[src/rtl/cond_stage_if.sv]
// Bundle between the ALU-side driver and cond_stage: instruction inputs, flag view and registered requests.
// With COND_STATS_EN defined, the bundle also carries the exec/squash statistics counters.
interface cond_stage_if #(
  parameter int CNT_W = 16
);
  if (CNT_W < 1) begin : g_cnt_w_chk
    $error("cond_stage_if: CNT_W must be at least 1");
  end

  logic       valid_in;
  logic [3:0] Cond;
  logic [3:0] ALUFlags;
  logic [1:0] FlagW;
  logic       PCS;
  logic       RegW;
  logic       MemW;
  logic       stall;
  logic       flush;
  logic       CondEx;
  logic [3:0] Flags;
  logic       valid_out;
  logic       PCSrc_q;
  logic       RegWrite_q;
  logic       MemWrite_q;
  logic       CondEx_q;
`ifdef COND_STATS_EN
  logic [CNT_W-1:0] exec_cnt;
  logic [CNT_W-1:0] squash_cnt;
`endif

  modport master (
    output valid_in, Cond, ALUFlags, FlagW, PCS, RegW, MemW, stall, flush,
    input  CondEx, Flags, valid_out, PCSrc_q, RegWrite_q, MemWrite_q, CondEx_q
`ifdef COND_STATS_EN
    , input exec_cnt, squash_cnt
`endif
  );

  modport slave (
    input  valid_in, Cond, ALUFlags, FlagW, PCS, RegW, MemW, stall, flush,
    output CondEx, Flags, valid_out, PCSrc_q, RegWrite_q, MemWrite_q, CondEx_q
`ifdef COND_STATS_EN
    , output exec_cnt, squash_cnt
`endif
  );
endinterface

[src/rtl/cond_stage.sv]
// Condition/flag stage after the ALU: holds NZCV, evaluates the ARM condition field and
// registers the condition-gated write requests. Optional COND_STATS_EN adds exec/squash counters.
module cond_stage #(
  parameter logic [3:0] FLAG_RESET = 4'b0000,
  parameter int         CNT_W      = 16
) (
  input logic        clk,
  input logic        reset,
  cond_stage_if.slave bus
);
  if (CNT_W < 1) begin : g_cnt_w_chk
    $error("cond_stage: CNT_W must be at least 1");
  end

  function automatic logic cond_eval(input logic [3:0] c, input logic [3:0] f);
    logic n, z, cf, v;
    logic r;
    {n, z, cf, v} = f;
    case (c)
      4'b0000: r = z;
      4'b0001: r = ~z;
      4'b0010: r = cf;
      4'b0011: r = ~cf;
      4'b0100: r = n;
      4'b0101: r = ~n;
      4'b0110: r = v;
      4'b0111: r = ~v;
      4'b1000: r = cf & ~z;
      4'b1001: r = ~(cf & ~z);
      4'b1010: r = (n == v);
      4'b1011: r = (n != v);
      4'b1100: r = ~z & (n == v);
      4'b1101: r = ~(~z & (n == v));
      default: r = 1'b1;
    endcase
    return r;
  endfunction

  logic [3:0] flags_p1;
  logic       vld_p1;
  logic       pcs_p1;
  logic       regw_p1;
  logic       memw_p1;
  logic       cex_p1;

  logic cex_p0;
  logic adv_p0;
  logic take_p0;
  logic load_p0;
  logic fwr_p0;

  // Stage p0: condition evaluation against the architectural flags and advance control.
  // A flush clears the output register even while stalled, so the load enable covers both.
  always_comb begin
    cex_p0  = cond_eval(bus.Cond, flags_p1);
    adv_p0  = ~bus.stall;
    take_p0 = bus.valid_in & ~bus.flush;
    load_p0 = adv_p0 | bus.flush;
    fwr_p0  = adv_p0 & take_p0 & cex_p0;
  end

  assign bus.CondEx = cex_p0;
  assign bus.Flags  = flags_p1;

  // Stage p1: flag register, each half written independently.
  always_ff @(posedge clk or posedge reset) begin
    if (reset) begin
      flags_p1 <= FLAG_RESET;
    end else if (fwr_p0) begin
      if (bus.FlagW[1]) flags_p1[3:2] <= bus.ALUFlags[3:2];
      if (bus.FlagW[0]) flags_p1[1:0] <= bus.ALUFlags[1:0];
    end
  end

  // Stage p1: gated requests handed to the next pipeline stage.
  always_ff @(posedge clk or posedge reset) begin
    if (reset) begin
      vld_p1  <= 1'b0;
      pcs_p1  <= 1'b0;
      regw_p1 <= 1'b0;
      memw_p1 <= 1'b0;
      cex_p1  <= 1'b0;
    end else if (load_p0) begin
      vld_p1  <= take_p0;
      pcs_p1  <= take_p0 & cex_p0 & bus.PCS;
      regw_p1 <= take_p0 & cex_p0 & bus.RegW;
      memw_p1 <= take_p0 & cex_p0 & bus.MemW;
      cex_p1  <= take_p0 & cex_p0;
    end
  end

  assign bus.valid_out  = vld_p1;
  assign bus.PCSrc_q    = pcs_p1;
  assign bus.RegWrite_q = regw_p1;
  assign bus.MemWrite_q = memw_p1;
  assign bus.CondEx_q   = cex_p1;

`ifdef COND_STATS_EN
  logic [CNT_W-1:0] exec_cnt_p1;
  logic [CNT_W-1:0] squash_cnt_p1;

  // Stage p1: statistics, free-running and wrapping at 2^CNT_W.
  always_ff @(posedge clk or posedge reset) begin
    if (reset) begin
      exec_cnt_p1   <= '0;
      squash_cnt_p1 <= '0;
    end else if (adv_p0 & take_p0) begin
      if (cex_p0) exec_cnt_p1   <= exec_cnt_p1 + 1'b1;
      else        squash_cnt_p1 <= squash_cnt_p1 + 1'b1;
    end
  end

  assign bus.exec_cnt   = exec_cnt_p1;
  assign bus.squash_cnt = squash_cnt_p1;
`endif
endmodule

[src/flat_wrapper.sv]
// flat-port wrapper written by rule: the top's interface ports become plain ports
module cond_stage_flat 
#(
  parameter logic [3:0] FLAG_RESET = 4'b0000,
  parameter int         CNT_W      = 16
)
  (clk, reset, bus_valid_in, bus_Cond, bus_ALUFlags, bus_FlagW, bus_PCS, bus_RegW, bus_MemW, bus_stall, bus_flush, bus_CondEx, bus_Flags, bus_valid_out, bus_PCSrc_q, bus_RegWrite_q, bus_MemWrite_q, bus_CondEx_q);
  cond_stage_if #(.CNT_W(CNT_W)) bus_i ();
  input logic clk;
  input logic reset;
  input wire logic [$bits(bus_i.valid_in)-1:0] bus_valid_in;
  input wire logic [$bits(bus_i.Cond)-1:0] bus_Cond;
  input wire logic [$bits(bus_i.ALUFlags)-1:0] bus_ALUFlags;
  input wire logic [$bits(bus_i.FlagW)-1:0] bus_FlagW;
  input wire logic [$bits(bus_i.PCS)-1:0] bus_PCS;
  input wire logic [$bits(bus_i.RegW)-1:0] bus_RegW;
  input wire logic [$bits(bus_i.MemW)-1:0] bus_MemW;
  input wire logic [$bits(bus_i.stall)-1:0] bus_stall;
  input wire logic [$bits(bus_i.flush)-1:0] bus_flush;
  output wire logic [$bits(bus_i.CondEx)-1:0] bus_CondEx;
  output wire logic [$bits(bus_i.Flags)-1:0] bus_Flags;
  output wire logic [$bits(bus_i.valid_out)-1:0] bus_valid_out;
  output wire logic [$bits(bus_i.PCSrc_q)-1:0] bus_PCSrc_q;
  output wire logic [$bits(bus_i.RegWrite_q)-1:0] bus_RegWrite_q;
  output wire logic [$bits(bus_i.MemWrite_q)-1:0] bus_MemWrite_q;
  output wire logic [$bits(bus_i.CondEx_q)-1:0] bus_CondEx_q;
  assign bus_i.valid_in = bus_valid_in;
  assign bus_i.Cond = bus_Cond;
  assign bus_i.ALUFlags = bus_ALUFlags;
  assign bus_i.FlagW = bus_FlagW;
  assign bus_i.PCS = bus_PCS;
  assign bus_i.RegW = bus_RegW;
  assign bus_i.MemW = bus_MemW;
  assign bus_i.stall = bus_stall;
  assign bus_i.flush = bus_flush;
  assign bus_CondEx = bus_i.CondEx;
  assign bus_Flags = bus_i.Flags;
  assign bus_valid_out = bus_i.valid_out;
  assign bus_PCSrc_q = bus_i.PCSrc_q;
  assign bus_RegWrite_q = bus_i.RegWrite_q;
  assign bus_MemWrite_q = bus_i.MemWrite_q;
  assign bus_CondEx_q = bus_i.CondEx_q;
  cond_stage #(.FLAG_RESET(FLAG_RESET), .CNT_W(CNT_W)) u_core (.clk(clk), .reset(reset), .bus(bus_i));
endmodule
[config.mk]
export PLATFORM = sky130hd
export DESIGN_NAME = cond_stage_flat
export DESIGN_NICKNAME = d
export VERILOG_FILES = /design/src/rtl/cond_stage_if.sv /design/src/rtl/cond_stage.sv /design/src/flat_wrapper.sv
export SDC_FILE = /design/constraint.sdc
export NUM_CORES = 1
export LEC_CHECK = 0
export CAP_MARGIN = 5
export CELL_PAD_IN_SITES_DETAIL_PLACEMENT = 0
export CELL_PAD_IN_SITES_GLOBAL_PLACEMENT = 2
export CORE_MARGIN = 2
export CORE_UTILIZATION = 22
export DETAILED_ROUTE_END_ITERATION = 16
export PLACE_DENSITY = 0.72
export SLEW_MARGIN = 30
export SYNTH_ARGS = -nofsm -noshare
export SYNTH_HDL_FRONTEND = slang
export SYNTH_SLANG_ARGS = --single-unit
[constraint.sdc]
create_clock -name clk -period 2.1 [get_ports clk]
set_input_delay 0.42 -clock clk [delete_from_list [all_inputs] [get_ports clk]]
set_output_delay 0.42 -clock clk [all_outputs]
set_load 0.02 [all_outputs]
# Yosys cells after proc, flatten, opt, wreduce, memory -nomap -nowiden
# Cells that the tools add are included.
[classes]
eq_ne = 15
n_reduce_logical = 3
bitwise = 18
mux = 1
[op_table]
columns = ["operator", "count"]
rows = [
  ["4-bit == test, second input constant", 6],
  ["4-bit by 3-bit == test with 1-bit output, second input constant", 4],
  ["1-bit one-hot mux with 14 select lines", 1],
  ["1-bit AND", 9],
  ["4-bit by 2-bit == test with 1-bit output, second input constant", 2],
  ["1-bit inverter", 8],
  ["4-bit by 1-bit == test with 1-bit output, second input constant", 1],
  ["4-bit logical NOT", 1],
  ["2-bit AND reduction", 2],
  ["1-bit == test", 1],
  ["1-bit inequality test", 1],
  ["1-bit bitwise OR", 1],
]
[word_totals]
reg_bits = 9
output_inout_bits = 10
word_cells = 44

# Logic depth before layout (Yosys ltp)
# Gate-level depths: netlist of the first run.
[logic_depth]
ltp_word = 6
mapped_depth = 5
ltp_nobuf = 5

# Least setup slack after synthesis of the first run
# Ideal clock, no wire load.
[synth_timing]
kind = "register -> output"
from = "register u_core.flags_p1[0], in the netlist u_core.bus.Flags[0]"
to = "output port bus_CondEx"
t_required_ns = 1.680
path_stages_with_launch = 5
n_path_buf = 0
slack_ns = 0.062
t_arrival_ns = 1.618
path_cell_list = "dfrtp_1 mux4_2 mux2_4 a31oi_4 nand2_2"
[synth_via]
elab_chain_len = 4
elab_cells_between_ends = 6
[synth_lines]
columns = ["element", "line", "source"]
rows = [
  ["from (decl)", "cond_stage.sv:39", "logic [3:0] flags_p1;"],
  ["from (signal assigned)", "cond_stage.sv:71", "if (bus.FlagW[0]) flags_p1[1:0] <= bus.ALUFlags[1:0];"],
  ["1-bit == test", "cond_stage.sv:30, cond_stage.sv:32, cond_stage.sv:33", ""],
  ["1-bit AND", "cond_stage.sv:32, cond_stage.sv:33", ""],
  ["1-bit inverter", "cond_stage.sv:33", "4'b1101: r = ~(~z & (n == v));"],
  ["1-bit one-hot mux with 14 select lines *", "cond_stage.sv:19", "case (c)"],
  ["to (decl)", "flat_wrapper.sv:20", "output wire logic [$bits(bus_i.CondEx)-1:0] bus_CondEx;"],
]
# Mark *: on every way between the ends. The rest lies on a longest branch, timed or not.

# Worst setup path in the final report of the first run
# Ends and elaborated chain as after synthesis.

==> results by group, run 1 <==
STA
  – Highest clock rate: 437 MHz
  – Final setup violation count: 1
  – Max transition margin: 0.766
  – RSZ-0062 raised after global routing: yes
  – Final period util: 1.09
  – Slew @ Worst Pin: 350 ps
  – Fin. max-slew vios: 0
  – Post-layout worst setup margin: -187 ps
  – Tmin final: 2290 ps
  – Setup_tns: -187 ps
  – Clk_skew: 1.82 ps
  – Final hold violation count: 0

Worst setup path
  – Worst EP required: 1680 ps
  – Crit path launch type: flip-flop
  – Setup crit end kind: primary output
  – Critical path class: flip-flop to primary output
  – Worst-path maximum fanout: 3
  – Critical path arrival: 1870 ps

Yosys
  – Yosys Warn Count: 0
  – Mapped Cells: 45
  – Syn_area_per_cell: 11.8 sq um
  – Synth Cell Area: 533 sq um
  – Synth top area share: 0.423
  – Top cells by area, synth: dfrtp_1 (42%), mux2_1 (8.5%), a32o_1 (5.6%), mux4_2 (4.2%), a31oi_4 (4.0%)
  – Largest area contributor in the netlist: dfrtp_1
  – Syn_nets: 63
  – Yosys cell types: 24
  – Post-synthesis sequential area ratio: 0.423
  – FF+latch count, synth: 9

Floorplan
  – Core Area: 0.00225 sq mm
  – Io pins: 28
  – Initial cell density of the core: 0.236
  – Die height: 53.2 um
  – Chip Width: 53.2 um
  – FP Rows: 17
  – Die Footprint: 0.00283 sq mm

Route
  – Routed len/inst: 12.7 um
  – Routed Antenna Nets: 0
  – DR vias: 544
  – Post-Route WL: 1.50 mm
  – DRC Markers: 0
  – WL met1: 599 um
  – Met3 wire len: 149 um
  – Metal2 WL: 705 um
  – DR pass1 iterations: 4
  – Top Metal Used: met4
  – DR vias/cell: 4.61
  – DRT iter0 DRCs: 3

Clock network
  – CTS max path bufs: 2
  – Root buffer cell: clkbuf_4
  – H-tree depth: 1
  – Skew-Pair Late Insertion Delay: 260 ps
  – TritonCTS Buffers: 3
  – TritonCTS clock tree: yes
  – Worst-path clk slew: 60 ps
  – # clock sinks: 9

Placement
  – Placed cells: 111
  – Final GP Congestion: 0.750
  – IO buf count: 27
  – DP HPWL: 1.12 mm

Global route
  – Tot GR Track Use: 0.119
  – First-pass GRT wire length: 2.36 mm
  – Vias in the first global route: 575
  – Pin count of the biggest net entering global routing: 10
  – Grt ovf: 0
  – Initial antenna violation count: 0

Power
  – Static leakage: 0.419 nW
  – Maximum vdd drop: 0.000566 V
  – Pwr Density: 926 mW/mm^2

Final layout
  – Final nets: 109
  – Antenna diodes: 0
  – Share of layout cells above drive strength 1: 0.344
  – Final non-filler cell total: 118
  – Layout area overhead: 85.9%

Flow run
  – Max-Cap Viols: 0

Min path
  – Worst hold path type: primary input to asynchronous set/reset pin

Outcome
  – Failing checks: setup timing
  – Status: finished with violations
-- timing repair --
item,4_1_cts,5_1_grt
buffers inserted,3,0
hold endpoints to repair,0,0
endpoints found under the setup margin,9,5
hold buffers,0,0
gates resized for setup,13,2
pin swaps,1,0
-- power by group --
| part | internal (mW) | total, mW | leakage, nW | switching [mW] |
|---|---|---|---|---|
| logic | 0.317 | 0.547 | 0.284 | 0.230 |
| clock network | 0.0702 | 0.131 | 0.0177 | 0.0612 |
| registers | 0.211 | 0.239 | 0.117 | 0.0279 |
| total | 0.599 | 0.918 | 0.419 | 0.319 |
-- per-layer routing --
layer  track usage  vias up
li1              -      263
met1         0.123      252
met5             0        -
met2         0.202       25
met4        0.0812        0
met3        0.0367        4
-- critical path: stages, from the launching register on --
cell     delay, ps
dfrtp_1        400
mux4_2         490
mux2_4         330
a31oi_4        170
nand2_2         80
buf_6          140
-- synthesized netlist by cell type, drive strengths merged --
master / number
or3b: 1
a32o: 3
xnor2: 2
nor4bb: 1
dfrtp: 9
or3: 2
mux4: 1
o311a: 1
a221oi: 1
and4bb: 1
nor2b: 2
a31oi: 1
nand2b: 1
nor2: 2
or2: 1
mux2: 5
a21oi: 3
inv: 2
a22o: 1
nand2: 5
-- stage by stage --
step	utilization	area, sq um	hold WS [ps]	worst slack, ps	power, mW
final	0.440	991	421	-187	0.918
after global routing	0.440	991	467	-252	0.970
after CTS	0.431	972	426	-191	0.885
after detailed placement	0.408	921	485	-955	0.698
after global placement	0.408	921	474	-946	0.698
after floorplan	-	533	248	61.9	0.458
-- cell type report --
| type | instances | area (sq um) |
|---|---|---|
| Fill cell | 242 | 1260 |
| Timing Repair Buffer | 41 | 369 |
| Inverter | 2 | 7.51 |
| Tap cell | 28 | 35.0 |
| Multi-Input combinational cell | 34 | 327 |
| Clock inverter | 1 | 5.00 |
| Sequential cell | 9 | 225 |
| Clock buffer | 3 | 22.5 |
-- path summary, 6_finish.rpt --
check	start	endpoint	slack [ps]	cells past startpoint
min in group clk	u_core.bus.RegWrite_q	u_core.bus.RegWrite_q	500	1
min reg2reg	u_core.bus.RegWrite_q	u_core.bus.RegWrite_q	500	1
max	u_core.bus.Flags[0]	bus_CondEx	-190	5
min	reset	u_core.bus.Flags[0]	420	2
max reg2reg	u_core.bus.Flags[0]	u_core.bus.Flags[1]	50	6
max in group asynchronous	reset	u_core.bus.CondEx_q	1420	2
-- placed cells by master (no fill, tap or decap), types with 2 or more instances in the layout --
cell type	count
dfrtp_1	9
buf_4	14
nand2_1	4
clkdlybuf4s50_1	23
mux2_1	4
inv_1	2
a32o_1	3
nor2b_1	2
clkbuf_4	3
nor2_1	2
dlygate4sd2_1	2
-- registers in the layout, summed over array words and instances, names as in the netlist --
signal	flops
u_core.bus.CondEx_q	1
u_core.bus.Flags	4
u_core.bus.MemWrite_q	1
u_core.bus.PCSrc_q	1
u_core.bus.RegWrite_q	1
u_core.bus.valid_out	1
-- logic make-up after synthesis --
kind of cell / share of synthesized area
DFF: 0.423
buffers and inverters: 0.0141
and+or+nand+nor: 0.185
AOI/OAI and AO/OA: 0.190
xor gates and xnor gates: 0.0329
muxes: 0.155
No activity file was read; power rests on OpenSTA's default activity.
==> run 2, diff against run 1 <==
SLEW_MARGIN = 25   (was 30)
==> results of run 2 <==
No change in the layout: final DEF, timing and power equal those of run 1.
